<file path="src/rtl/face_detect_mac_pipe.sv">
// face_detect_mac_pipe: parametrised pipelined multiply / multiply-accumulate.
// Stage 1 registers the operands, stages 2..NUM_STAGE-1 carry the full-width
// product and the last stage is the accumulator/output register.
// Optional build macro: FACE_DETECT_MAC_SAT_EN (saturate instead of wrap on
// accumulate overflow).
module face_detect_mac_pipe #(
    parameter int A_WIDTH   = 16,
    parameter int B_WIDTH   = 9,
    parameter int P_WIDTH   = 32,
    parameter int NUM_STAGE = 4,
    parameter int SIGNED    = 0
) (
    input  logic               clk,
    input  logic               reset,
    input  logic               ce,
    input  logic               in_valid,
    input  logic [A_WIDTH-1:0] din0,
    input  logic [B_WIDTH-1:0] din1,
    input  logic               acc_en,
    input  logic               acc_clr,
    output logic [P_WIDTH-1:0] dout,
    output logic               out_valid,
    output logic               ovf
);
    localparam int AB_WIDTH   = A_WIDTH + B_WIDTH;
    localparam int MID_STAGES = NUM_STAGE - 2;

    generate
        if (P_WIDTH < AB_WIDTH) begin : g_chk_pw
            $error("face_detect_mac_pipe: P_WIDTH must be >= A_WIDTH+B_WIDTH");
        end
        if (NUM_STAGE < 2 || NUM_STAGE > 8) begin : g_chk_ns
            $error("face_detect_mac_pipe: NUM_STAGE must be in 2..8");
        end
    endgenerate

    // Stage 1: operand and control capture
    logic [A_WIDTH-1:0] a_q;
    logic [B_WIDTH-1:0] b_q;
    logic               vld1_q;
    logic               en1_q;
    logic               clr1_q;

    // Stage 1 valid bit: reset clears it so in-flight items are dropped
    always_ff @(posedge clk) begin
        if (reset) begin
            vld1_q <= 1'b0;
        end else if (ce) begin
            vld1_q <= in_valid;
        end
    end

    // Stage 1 data: no reset needed, qualified by the valid bit
    always_ff @(posedge clk) begin
        if (ce) begin
            a_q    <= din0;
            b_q    <= din1;
            en1_q  <= acc_en;
            clr1_q <= acc_clr;
        end
    end

    // Full-width product. Both operands are extended to AB_WIDTH first, so the
    // low AB_WIDTH bits of the unsigned multiply equal the signed product too.
    logic                a_ext;
    logic                b_ext;
    logic [AB_WIDTH-1:0] prod_s1;
    assign a_ext   = (SIGNED != 0) ? a_q[A_WIDTH-1] : 1'b0;
    assign b_ext   = (SIGNED != 0) ? b_q[B_WIDTH-1] : 1'b0;
    assign prod_s1 = {{B_WIDTH{a_ext}}, a_q} * {{A_WIDTH{b_ext}}, b_q};

    // Signals entering the final stage
    logic [AB_WIDTH-1:0] fin_prod;
    logic                fin_vld;
    logic                fin_en;
    logic                fin_clr;

    generate
        if (MID_STAGES == 0) begin : g_direct
            assign fin_prod = prod_s1;
            assign fin_vld  = vld1_q;
            assign fin_en   = en1_q;
            assign fin_clr  = clr1_q;
        end else begin : g_pipe
            genvar gi;
            for (gi = 0; gi < MID_STAGES; gi++) begin : g_stage
                logic [AB_WIDTH-1:0] prod_q;
                logic                vld_q;
                logic                en_q;
                logic                clr_q;
                logic [AB_WIDTH-1:0] prod_d;
                logic                vld_d;
                logic                en_d;
                logic                clr_d;
                if (gi == 0) begin : g_first
                    assign prod_d = prod_s1;
                    assign vld_d  = vld1_q;
                    assign en_d   = en1_q;
                    assign clr_d  = clr1_q;
                end else begin : g_next
                    assign prod_d = g_stage[gi-1].prod_q;
                    assign vld_d  = g_stage[gi-1].vld_q;
                    assign en_d   = g_stage[gi-1].en_q;
                    assign clr_d  = g_stage[gi-1].clr_q;
                end
                // Product pipeline stage: valid resets, data just shifts on ce
                always_ff @(posedge clk) begin
                    if (reset) begin
                        vld_q <= 1'b0;
                    end else if (ce) begin
                        vld_q <= vld_d;
                    end
                    if (ce) begin
                        prod_q <= prod_d;
                        en_q   <= en_d;
                        clr_q  <= clr_d;
                    end
                end
            end
            assign fin_prod = g_stage[MID_STAGES-1].prod_q;
            assign fin_vld  = g_stage[MID_STAGES-1].vld_q;
            assign fin_en   = g_stage[MID_STAGES-1].en_q;
            assign fin_clr  = g_stage[MID_STAGES-1].clr_q;
        end
    endgenerate

    // Product extended to the accumulator width
    logic [P_WIDTH-1:0] prod_ext;
    generate
        if (SIGNED != 0) begin : g_sext
            assign prod_ext = P_WIDTH'($signed(fin_prod));
        end else begin : g_zext
            assign prod_ext = P_WIDTH'(fin_prod);
        end
    endgenerate

    // Final stage state
    logic [P_WIDTH-1:0] acc_q;
    logic [P_WIDTH-1:0] acc_d;
    logic               ovf_q;
    logic               ovf_d;
    logic               vout_q;
    logic               vout_d;

    // Adder with carry-out; overflow test depends on operand signedness
    logic [P_WIDTH:0]   sum_full;
    logic [P_WIDTH-1:0] sum;
    logic               add_ovf;
    logic [P_WIDTH-1:0] acc_sum;
    assign sum_full = {1'b0, acc_q} + {1'b0, prod_ext};
    assign sum      = sum_full[P_WIDTH-1:0];
    assign add_ovf  = (SIGNED != 0)
                    ? ((acc_q[P_WIDTH-1] == prod_ext[P_WIDTH-1]) && (sum[P_WIDTH-1] != acc_q[P_WIDTH-1]))
                    : sum_full[P_WIDTH];

`ifdef FACE_DETECT_MAC_SAT_EN
    // Clamp value: both operands share a sign on signed overflow, so acc's
    // sign tells the overflow direction
    logic [P_WIDTH-1:0] sat_val;
    assign sat_val = (SIGNED == 0)       ? {P_WIDTH{1'b1}} :
                     acc_q[P_WIDTH-1]    ? {1'b1, {(P_WIDTH-1){1'b0}}} :
                                           {1'b0, {(P_WIDTH-1){1'b1}}};
    assign acc_sum = add_ovf ? sat_val : sum;
`else
    assign acc_sum = sum;
`endif

    // Final-stage next state: load product, or add it to the running sum
    always_comb begin
        acc_d  = acc_q;
        ovf_d  = ovf_q;
        vout_d = fin_vld;
        if (fin_vld) begin
            if (fin_en && !fin_clr) begin
                acc_d = acc_sum;
                ovf_d = ovf_q | add_ovf;
            end else begin
                acc_d = prod_ext;
                ovf_d = 1'b0;
            end
        end
    end

    // Final-stage register: accumulator, sticky overflow and output valid
    always_ff @(posedge clk) begin
        if (reset) begin
            acc_q  <= '0;
            ovf_q  <= 1'b0;
            vout_q <= 1'b0;
        end else if (ce) begin
            acc_q  <= acc_d;
            ovf_q  <= ovf_d;
            vout_q <= vout_d;
        end
    end

    assign dout      = acc_q;
    assign ovf       = ovf_q;
    assign out_valid = vout_q;
endmodule
</file>
<file path="config.mk">
export PLATFORM = sky130hd
export DESIGN_NAME = face_detect_mac_pipe
export DESIGN_NICKNAME = d
export VERILOG_FILES = /design/src/rtl/face_detect_mac_pipe.sv
export SDC_FILE = /design/constraint.sdc
export NUM_CORES = 1
export LEC_CHECK = 0
export ABC_AREA = 1
export CORE_ASPECT_RATIO = 1.1
export CORE_MARGIN = 10
export CORE_UTILIZATION = 41
export DETAILED_ROUTE_END_ITERATION = 10
export PLACE_DENSITY = 0.57
export SYNTH_ARGS = -nofsm -noshare
export SYNTH_HDL_FRONTEND = slang
export SYNTH_SLANG_ARGS = --single-unit
</file>
<file path="constraint.sdc">
create_clock -name clk -period 5.9 [get_ports clk]
set_input_delay 0.59 -clock clk [delete_from_list [all_inputs] [get_ports clk]]
set_output_delay 0.59 -clock clk [all_outputs]
set_load 0.01 [all_outputs]
</file>
==> results of run 1 <==
[Yosys cell counts (2+ instances only)]
cell type	number	area share, %
inv_2	3	0.10
a31oi_1	5	0.29
nand2_1	401	14
nand4_1	10	0.58
or2_1	2	0.12
xnor2_1	6	0.49
o21ai_1	3	0.14
or2_2	2	0.12
xor2_1	19	1.5
a21oi_1	69	3.2
nor2_1	93	3.2
buf_2	3	0.14
fa_1	100	18
o21ai_0	21	0.97
o221ai_1	3	0.24
a21oi_2	2	0.16
nor2_4	5	0.52
nor4_1	4	0.23
nand3_2	3	0.28
nor2_2	3	0.17
edfxtp_1	81	22
inv_1	329	11
clkbuf_1	42	1.5
nand3b_1	4	0.28
ha_1	70	8.1
nand2_2	15	0.87
nand3_1	46	2.1
nor3_1	5	0.23
o21ai_2	3	0.24
o21a_1	5	0.35
dfxtp_1	37	6.8
o21bai_1	2	0.14
[logic make-up after synthesis]
group | share of synthesized area (%)
XOR/XNOR | 2.022
AO/OA/AOI/OAI | 6.169
AND/OR/NAND/NOR | 22.84
flip-flops | 29.30
adder cells (fa/ha/maj) | 26.57
buffers and inverters | 13.10
[cell type report]
class                      count  area [um^2]  share of cell area, %
clock inverter                15        178.9                  1.446
tap                          352        440.4                  3.560
inverter                     332         1246                  10.07
clock buffer                  17        425.4                  3.438
sequential                   118         3173                  25.64
multi-input combinational    910         6241                  50.44
timing repair buffer          68        668.1                  5.400
[cell usage in the layout (no fill, tap or decap), drive strengths merged, types with 3 or more instances in the layout]
cell type	n
fa	100
nand2	416
o21a	5
a31oi	5
nor4	4
edfxtp	81
nor2	101
o221ai	3
a21oi	71
xnor2	6
inv	342
clkbuf	17
xor2	19
clkdlybuf4s50	63
nand4	10
nand3	49
ha	70
o21ai	27
nand3b	4
or2	4
nor3	6
buf	5
dfxtp	37
[worst paths after layout]
check / startpoint / end / slack (ps) / cells past startpoint
setup / recovery: b_q[2] / g_pipe.g_stage[0].prod_q[18] / 1040 / 15
hold / removal: g_pipe.g_stage[0].prod_q[2] / fin_prod[2] / 410 / 0
setup reg to reg: b_q[2] / g_pipe.g_stage[0].prod_q[18] / 1040 / 15
hold reg to reg: g_pipe.g_stage[0].prod_q[2] / fin_prod[2] / 410 / 0
[state kept, by name (all words and copies together), names as in the netlist, 9 cells and up]
signal and count:
dout 32, a_q 16, b_q 9, g_pipe.g_stage.prod_q 25, fin_prod 25
[stage by stage]
stage / cells / setup WS [ps] / power [W]
finish: 1812 / 1042 / 0.005352
global route: 1812 / 807.1 / 0.005918
CTS: 1812 / 1051 / 0.005414
detailed placement: 1780 / 1073 / 0.004293
global placement: 1780 / 1085 / 0.004302
floorplan: 1405 / 1389 / 0.003568
[report_power, final]
group,switching [W],internal [W],leakage (nW)
logic,0.00185,0.00110,4.96
clock network,0.000447,0.000640,0.292
registers,0.000103,0.00121,1.09
total,0.00240,0.00295,6.35
[metal layers]
layer / track usage, % / routed length [um] / part of all wire [%] / vias up
li1: - / - / - / 4346
met4: 6.852 / 853 / 3.3 / 0
met1: 18.92 / 11460 / 44 / 4014
met2: 29.02 / 13080 / 50 / 150
met3: 2.654 / 731 / 2.8 / 44
met5: 0 / 0 / 0 / -
==> flow_summary.yaml, run 1 <==
status:
  outcome: "completed"
sta:
  setup_viol: 0
  hold_viol: 0
  period_minus_slack_ps: 4858
  rsz0062_at_grt: "false"
  fin_hold_ws_ps: 410.9
  worst_pin_slew_ps: 734.2
  timing.final.crit_share_pct: 82.34
  max_freq_mhz: 205.8
  finalClockSkew_ps: 13.24
  finalMaxSlewViolations: 0
  slew_headroom_pct: 50.87
  finalSetupTns_ps: 0
floorplanning:
  num_io_pins: 65
  die_x_um: 175.0
  start_util_pct: 41.55
  design.die.area_um2: 33320
  fp-row-count: 62
  core_area_um2: 26070
  die_h_um: 190.5
logic_synthesis:
  synthCells: 1405
  ys_ff_latch: 118
  ys_seq_area_share_pct: 29.30
  synth.distinct_cells: 41
  async_flop_share_pct: 0
  ys_dominant_reg_cell: "edfxtp_1"
  syn_nets: 1606
  ys_warn_count: 0
  synth-edff-count: 81
  synth_area_um2: 10830
  synth_area_per_cell_um2: 7.708
pwr:
  ir_drop_mv: 0.2191
  p_per_area_nw_per_um2: 432.6
  leakagePower_nw: 6.351
critical_path:
  crit_top_cell: "fa_1"
  cp-end-kind: "flop"
  max_stage_delay_ps: 680
  critPathMaxFanout: 16
  crit_slowest_cell: "edfxtp_1"
  critPathLaunchType: "flop"
  crit_required_ps: 6060
  cp.arrival_ps: 5010
  cp_cell_sequence: "nand2_1, fa_1, inv_1, fa_1, inv_1, fa_1, fa_1, inv_1, ha_1, nand2_1, o21ai_2, a21boi_2, o21ai_0, a21oi_1, xnor2_1"
  critPathKind: "flop to flop"
  cp_top_family: "adder cells"
  path_buf_inv: 3
grt:
  first_global_vias: 8796
  grt_pass1_wl_um: 43560
  grt_max_degree: 48
  grt.total_usage_pct: 16.25
  antenna_found_initial: 0
  grt_overflow: 0
clock_network:
  postCtsHoldBufs: 0
  clk_pin_slew_ps: 70
  htree_levels: 4
  cts_buffers: 17
  cts-root-buf: "clkbuf_16"
  cts_tree: "done"
  cts_setup_buffers: 0
  cts_buffer_depth: 2
  clkSinkCount: 118
  cts_resized: 0
  clk-insertion-delay-late_ps: 430
finish:
  antennaDiodeCount: 0
  finalNetCount: 1648
  area_growth_pct: 14.24
  design_area_um2: 12370
  layout-drive-gt1-share_pct: 5.205
  fillCellCount: 2636
  final_core_util_pct: 47.47
placement:
  portBuffers: 64
  gp_congestion: 0.9254
  place.detailed.hpwl_um: 20860
  place_area_um2: 11770
job:
  max-cap-violations: 0
min_path:
  min_path_type: "flop to flop"
drt:
  dr.pass1.iters: 5
  drt_iter0_drc: 425
  ant_nets: 0
  wl_per_cell_um: 14.42
  wirelength_um: 26130
  route.detailed.drc: 0
  vias: 8554
  via_per_inst: 4.721
Power figures use the tool's default switching activity.
==> inputs of run 2 (changes only) <==
- PLACE_DENSITY: 0.57 -> 0.59
- clock period: 5.9 -> 4.24 ns (I/O delays scaled with it)
==> run 2 against run 1 <==
Net effect: the run now ends with negative setup slack left; worst hold slack better by 6.1 ps; flip-flop and latch count unchanged; highest routed layer unchanged; fmax is 14% higher; final cell count increased by 6.2%; sequential share of layout area shrank 2.7 points; non-clock buffer count increased by 113.
==> flow_summary.yaml, run 2 (synthesis gave the netlist of run 1 again) <==
status:
  outcome: "complete, but fails checks"
  violations: "negative setup slack"
grt:
  grt_overflow: 0
  grt.total_usage_pct: 16.45
  grt_pass1_wl_um: 44350
  grt_max_degree: 48
  first_global_vias: 9265
  antenna_found_initial: 0
critical_path:
  critPathMaxFanout: 4
  max_stage_delay_ps: 570
  cp.arrival_ps: 4430
  crit_top_cell: "fa_1"
  r2r_slack_ps: -20
  critPathKind: "flop to flop"
  crit_slowest_cell: "fa_1"
  cp-end-kind: "flop"
  crit_required_ps: 4410
  cp_cell_sequence: "buf_6, nand2_2, inv_1, fa_1, fa_2, fa_1, inv_2, fa_1, inv_2, ha_4, nand2_4, nor2_2, nand3_2, nand3_2, nand2_2, a21oi_2, xor2_1"
  critPathLaunchType: "flop"
  r2r_cells: 17
  worstSetupStartpoint: "a_q[10]"
  cp_top_family: "adder cells"
  r2r_start: "a_q[10]"
  r2r-end: "g_pipe.g_stage[0].prod_q[23]"
  path_buf_inv: 4
sta:
  finalSetupTns_ps: -20.97
  period_minus_slack_ps: 4260
  setup_ws_ps: -20.31
  setup_viol: 2
  hold_viol: 0
  worst_pin_slew_ps: 693.2
  max_freq_mhz: 234.7
  timing.final.crit_share_pct: 100.5
  fin_hold_ws_ps: 417.0
  finalClockSkew_ps: 9.966
  rsz0062_at_grt: "true"
  finalMaxSlewViolations: 0
  slew_headroom_pct: 53.62
drt:
  drt_iter0_drc: 391
  ant_nets: 0
  wirelength_um: 26970
  via_per_inst: 4.646
  wl_per_cell_um: 14.01
  vias: 8943
  dr.pass1.iters: 5
  route.detailed.drc: 0
clock_network:
  postCtsHoldBufs: 0
  cts_buffer_depth: 2
  htree_levels: 4
  clk_pin_slew_ps: 60
  clkSinkCount: 118
  clk-insertion-delay-late_ps: 420
  cts-root-buf: "clkbuf_16"
  cts_buffers: 17
  cts_tree: "done"
finish:
  layout-drive-gt1-share_pct: 18.18
  antennaDiodeCount: 0
  largest_reg_flops: 32
  fillCellCount: 2477
  final_common_cell: "nand2_1"
  final_core_util_pct: 53.11
  area_growth_pct: 27.81
  finalNetCount: 1761
  design_area_um2: 13840
  layout_common_cells: "nand2_1 (377), inv_1 (307), fa_1 (96)"
floorplanning:
  design.die.area_um2: 33320
  core_area_um2: 26070
  fp-row-count: 62
  die_x_um: 175.0
  die_h_um: 190.5
  num_io_pins: 65
  start_util_pct: 41.55
placement:
  place_area_um2: 12370
  gp_congestion: 0.9621
  place.detailed.hpwl_um: 21150
  portBuffers: 64
min_path:
  hold_end: "fin_prod[23]"
  hold_start: "g_pipe.g_stage[0].prod_q[23]"
  min_path_type: "flop to flop"
  hold_depth: 0
pwr:
  leakagePower_nw: 7.008
  p_per_area_nw_per_um2: 766.1
  total_power_w: 0.01061
  ir_drop_mv: 0.5488
job:
  max-cap-violations: 0
[run 2: cell types whose count changed in the layout (fill, tap and decap cells not counted), sizes merged]
cell,previous run,this run
clkinvlp,2,1
clkbuf,17,18
clkinv,1,5
bufinv,2,4
buf,5,118
inv,342,336
[run 2: per-layer routing]
metal / global-route usage, % / vias up / wire, um
met5: 0 / - / 0
met4: 6.199 / 0 / 695
met3: 2.575 / 43 / 765
met2: 30.45 / 146 / 14160
met1: 18.61 / 4189 / 11350
li1: - / 4565 / -
[run 2: where the power goes]
group / internal (W) / switching, W / leakage, nW / total (W)
Sequential: 0.00168 / 0.0000929 / 1.09 / 0.00177
Clock: 0.000990 / 0.000577 / 0.303 / 0.00157
Combinational: 0.00345 / 0.00381 / 5.61 / 0.00727
[run 2: worst reg2reg max path, cell delays in order (launching register included)]
cell and delay (ps):
edfxtp_1 470, buf_6 180, nand2_2 50, inv_1 50, fa_1 570, fa_2 470, fa_1 560, inv_2 40
fa_1 540, inv_2 50, ha_4 310, nand2_4 80, nor2_2 130, nand3_2 110, nand3_2 130, nand2_2 70
a21oi_2 140, xor2_1 70
[run 2: final cells by class]
type,count,area [um^2],area share (%)
clock buffers,18,429.2,3.100
clock inverters,14,197.7,1.428
inverters,332,1246,9.003
multi-input cells,910,6771,48.92
flip-flops and latches,118,3173,22.92
well taps,352,440.4,3.182
repair buffers,181,1584,11.44
[run 2: repair_timing]
item | CTS | global route
pin swaps | 55 | 65
gates resized for setup | 75 | 76
endpoints found under the setup margin | 15 | 15
cloned | 0 | 2
setup buffers | 27 | 8
[run 2: how the worst max path moves through the flow]
stage                                              end  slack [ps]  cells after the start
after floorplan           g_pipe.g_stage[0].prod_q[21]         -20                     17
after global placement    g_pipe.g_stage[0].prod_q[21]        -340                     17
after detailed placement  g_pipe.g_stage[0].prod_q[21]        -370                     17
after CTS                 g_pipe.g_stage[0].prod_q[21]         -10                     19
after global routing      g_pipe.g_stage[0].prod_q[23]        -160                     17
final                     g_pipe.g_stage[0].prod_q[23]         -20                     17
[run 2: through the flow]
stage                     instances  setup slack, ps
after CTS                      1915           -9.713
after floorplan                1405           -23.04
after global placement         1856           -337.9
after detailed placement       1856           -368.9
after global routing           1925           -157.5
final                          1925           -20.31
==> inputs of run 3 (changes only) <==
- CORE_UTILIZATION: 41 -> 25
- PLACE_DENSITY: 0.59 -> 0.4
==> run 3 against run 2 <==
Net effect: the run still ends with negative setup slack left; routed wire length rose by 12%; worst hold slack worse by 8.3 ps; sequential share of layout area decreased by 0.37 points; non-clock buffer count is 5 lower; fmax fell by 0.65%; die area up 56%; largest power group unchanged.
==> flow_summary.yaml, run 3 (synthesis gave the netlist of run 1 again) <==
floorplanning:
  core_area_um2: 42600
  num_io_pins: 65
  die_x_um: 218.5
  fp-row-count: 79
  design.die.area_um2: 52060
  die_h_um: 238.3
  start_util_pct: 25.42
placement:
  gp_congestion: 0.8466
  place.detailed.hpwl_um: 23980
  portBuffers: 64
drt:
  vias: 8761
  wl_per_cell_um: 14.12
  route.detailed.drc: 0
  via_per_inst: 4.104
  wirelength_um: 30140
  dr.pass1.iters: 4
  ant_nets: 0
  drt_iter0_drc: 415
finish:
  final_core_util_pct: 33.03
  final_common_cell: "nand2_1"
  finalNetCount: 1756
  antennaDiodeCount: 0
  largest_reg_flops: 32
  area_growth_pct: 29.91
  layout-drive-gt1-share_pct: 17.67
  fillCellCount: 4486
  layout_common_cells: "nand2_1 (382), inv_1 (308), buf_4 (99)"
sta:
  period_minus_slack_ps: 4288
  hold_viol: 0
  max_freq_mhz: 233.2
  rsz0062_at_grt: "true"
  timing.final.crit_share_pct: 101.1
  finalMaxSlewViolations: 0
  setup_ws_ps: -48.05
  fin_hold_ws_ps: 408.7
  finalClockSkew_ps: 15.11
  slew_headroom_pct: 44.63
  worst_pin_slew_ps: 828.5
  setup_viol: 6
grt:
  antenna_found_initial: 0
  first_global_vias: 9452
  grt.total_usage_pct: 12.02
  grt_max_degree: 55
  grt_pass1_wl_um: 49720
  grt_overflow: 0
pwr:
  total_power_w: 0.01065
  ir_drop_mv: 0.6005
  leakagePower_nw: 6.966
  p_per_area_nw_per_um2: 756.8
critical_path:
  cp.arrival_ps: 4470
  worstSetupStartpoint: "b_q[7]"
  crit_required_ps: 4420
  critPathMaxFanout: 5
  r2r_start: "b_q[7]"
  critPathLaunchType: "flop"
  critPathKind: "flop to flop"
  cp-end-kind: "flop"
clock_network:
  htree_levels: 4
  clk-insertion-delay-late_ps: 430
  cts_tree: "done"
  cts-root-buf: "clkbuf_16"
  clkSinkCount: 118
  postCtsHoldBufs: 0
  cts_buffers: 17
  cts_buffer_depth: 2
  clk_pin_slew_ps: 70
min_path:
  hold_start: "g_pipe.g_stage[0].prod_q[1]"
  min_path_type: "flop to flop"
status:
  violations: "negative setup slack"
  outcome: "complete, but fails checks"
job:
  max-cap-violations: 0
## run 3: cell count changes in the layout (fill, tap and decap cells not counted), sizes merged
cell | before | now
buf | 118 | 112
bufinv | 4 | 1
clkinvlp | 1 | 2
inv | 336 | 339
## run 3: through the flow
step                cell area [um^2]  worst slack [ps]  TNS (ps)  instances
global placement               12650            -656.5     -3233       2064
CTS                            13850            -58.43    -104.2       2122
global route                   14070            -210.4     -1810       2135
finish                         14070            -48.05    -167.2       2135
detailed placement             12650            -619.3     -3007       2064
floorplan                      10890            -23.04    -23.04       1405
## run 3: timing repair
| item | 4_1_cts | 5_1_grt |
|---|---|---|
| endpoints found under the setup margin | 14 | 16 |
| gates cloned | 0 | 1 |
| gates resized for setup | 99 | 31 |
| pin swaps | 74 | 18 |
| hold endpoints to repair | 0 | 0 |
| setup buffers | 26 | 12 |
## run 3: final timing paths
check / slack, ps / cells past startpoint / endpoint
max reg2reg: -50 / 15 / g_pipe.g_stage[0].prod_q[16]
min: 410 / 0 / fin_prod[1]
min reg2reg: 410 / 0 / fin_prod[1]
max: -50 / 15 / g_pipe.g_stage[0].prod_q[16]
## run 3: power breakdown
group          internal, W  switching [W]  leakage, nW
registers          0.00168       0.000102         1.09
clock network     0.000820       0.000620        0.276
logic              0.00360        0.00383         5.59
## run 3: worst max-delay path, stage by stage (launching register included)
cell      delay, ps
edfxtp_1        540
buf_6           200
nand2_2          50
inv_2            40
fa_2            540
fa_2            450
fa_1            550
inv_2            40
fa_1            510
inv_2            50
ha_4            310
nand2_4          90
nor4_4          270
a21oi_2         120
buf_4           150
xnor2_2         110
## run 3: final cells by class
type                       instances  area [um^2]  area share, %
clock buffer                      17        425.4          3.024
tap                              567        709.4          5.042
timing repair buffer             176         1593          11.32
inverter                         332         1246          8.857
multi-input combinational        910         6780          48.19
sequential                       118         3173          22.55
clock inverter                    15        142.6          1.014
## run 3: layer usage
layer	up-vias	routed length (um)	GRT usage, %
li1	4547	-	-
met4	0	582	3.811
met2	103	15590	21.44
met5	-	0	0
met3	35	813	2.164
met1	4076	13150	14.25
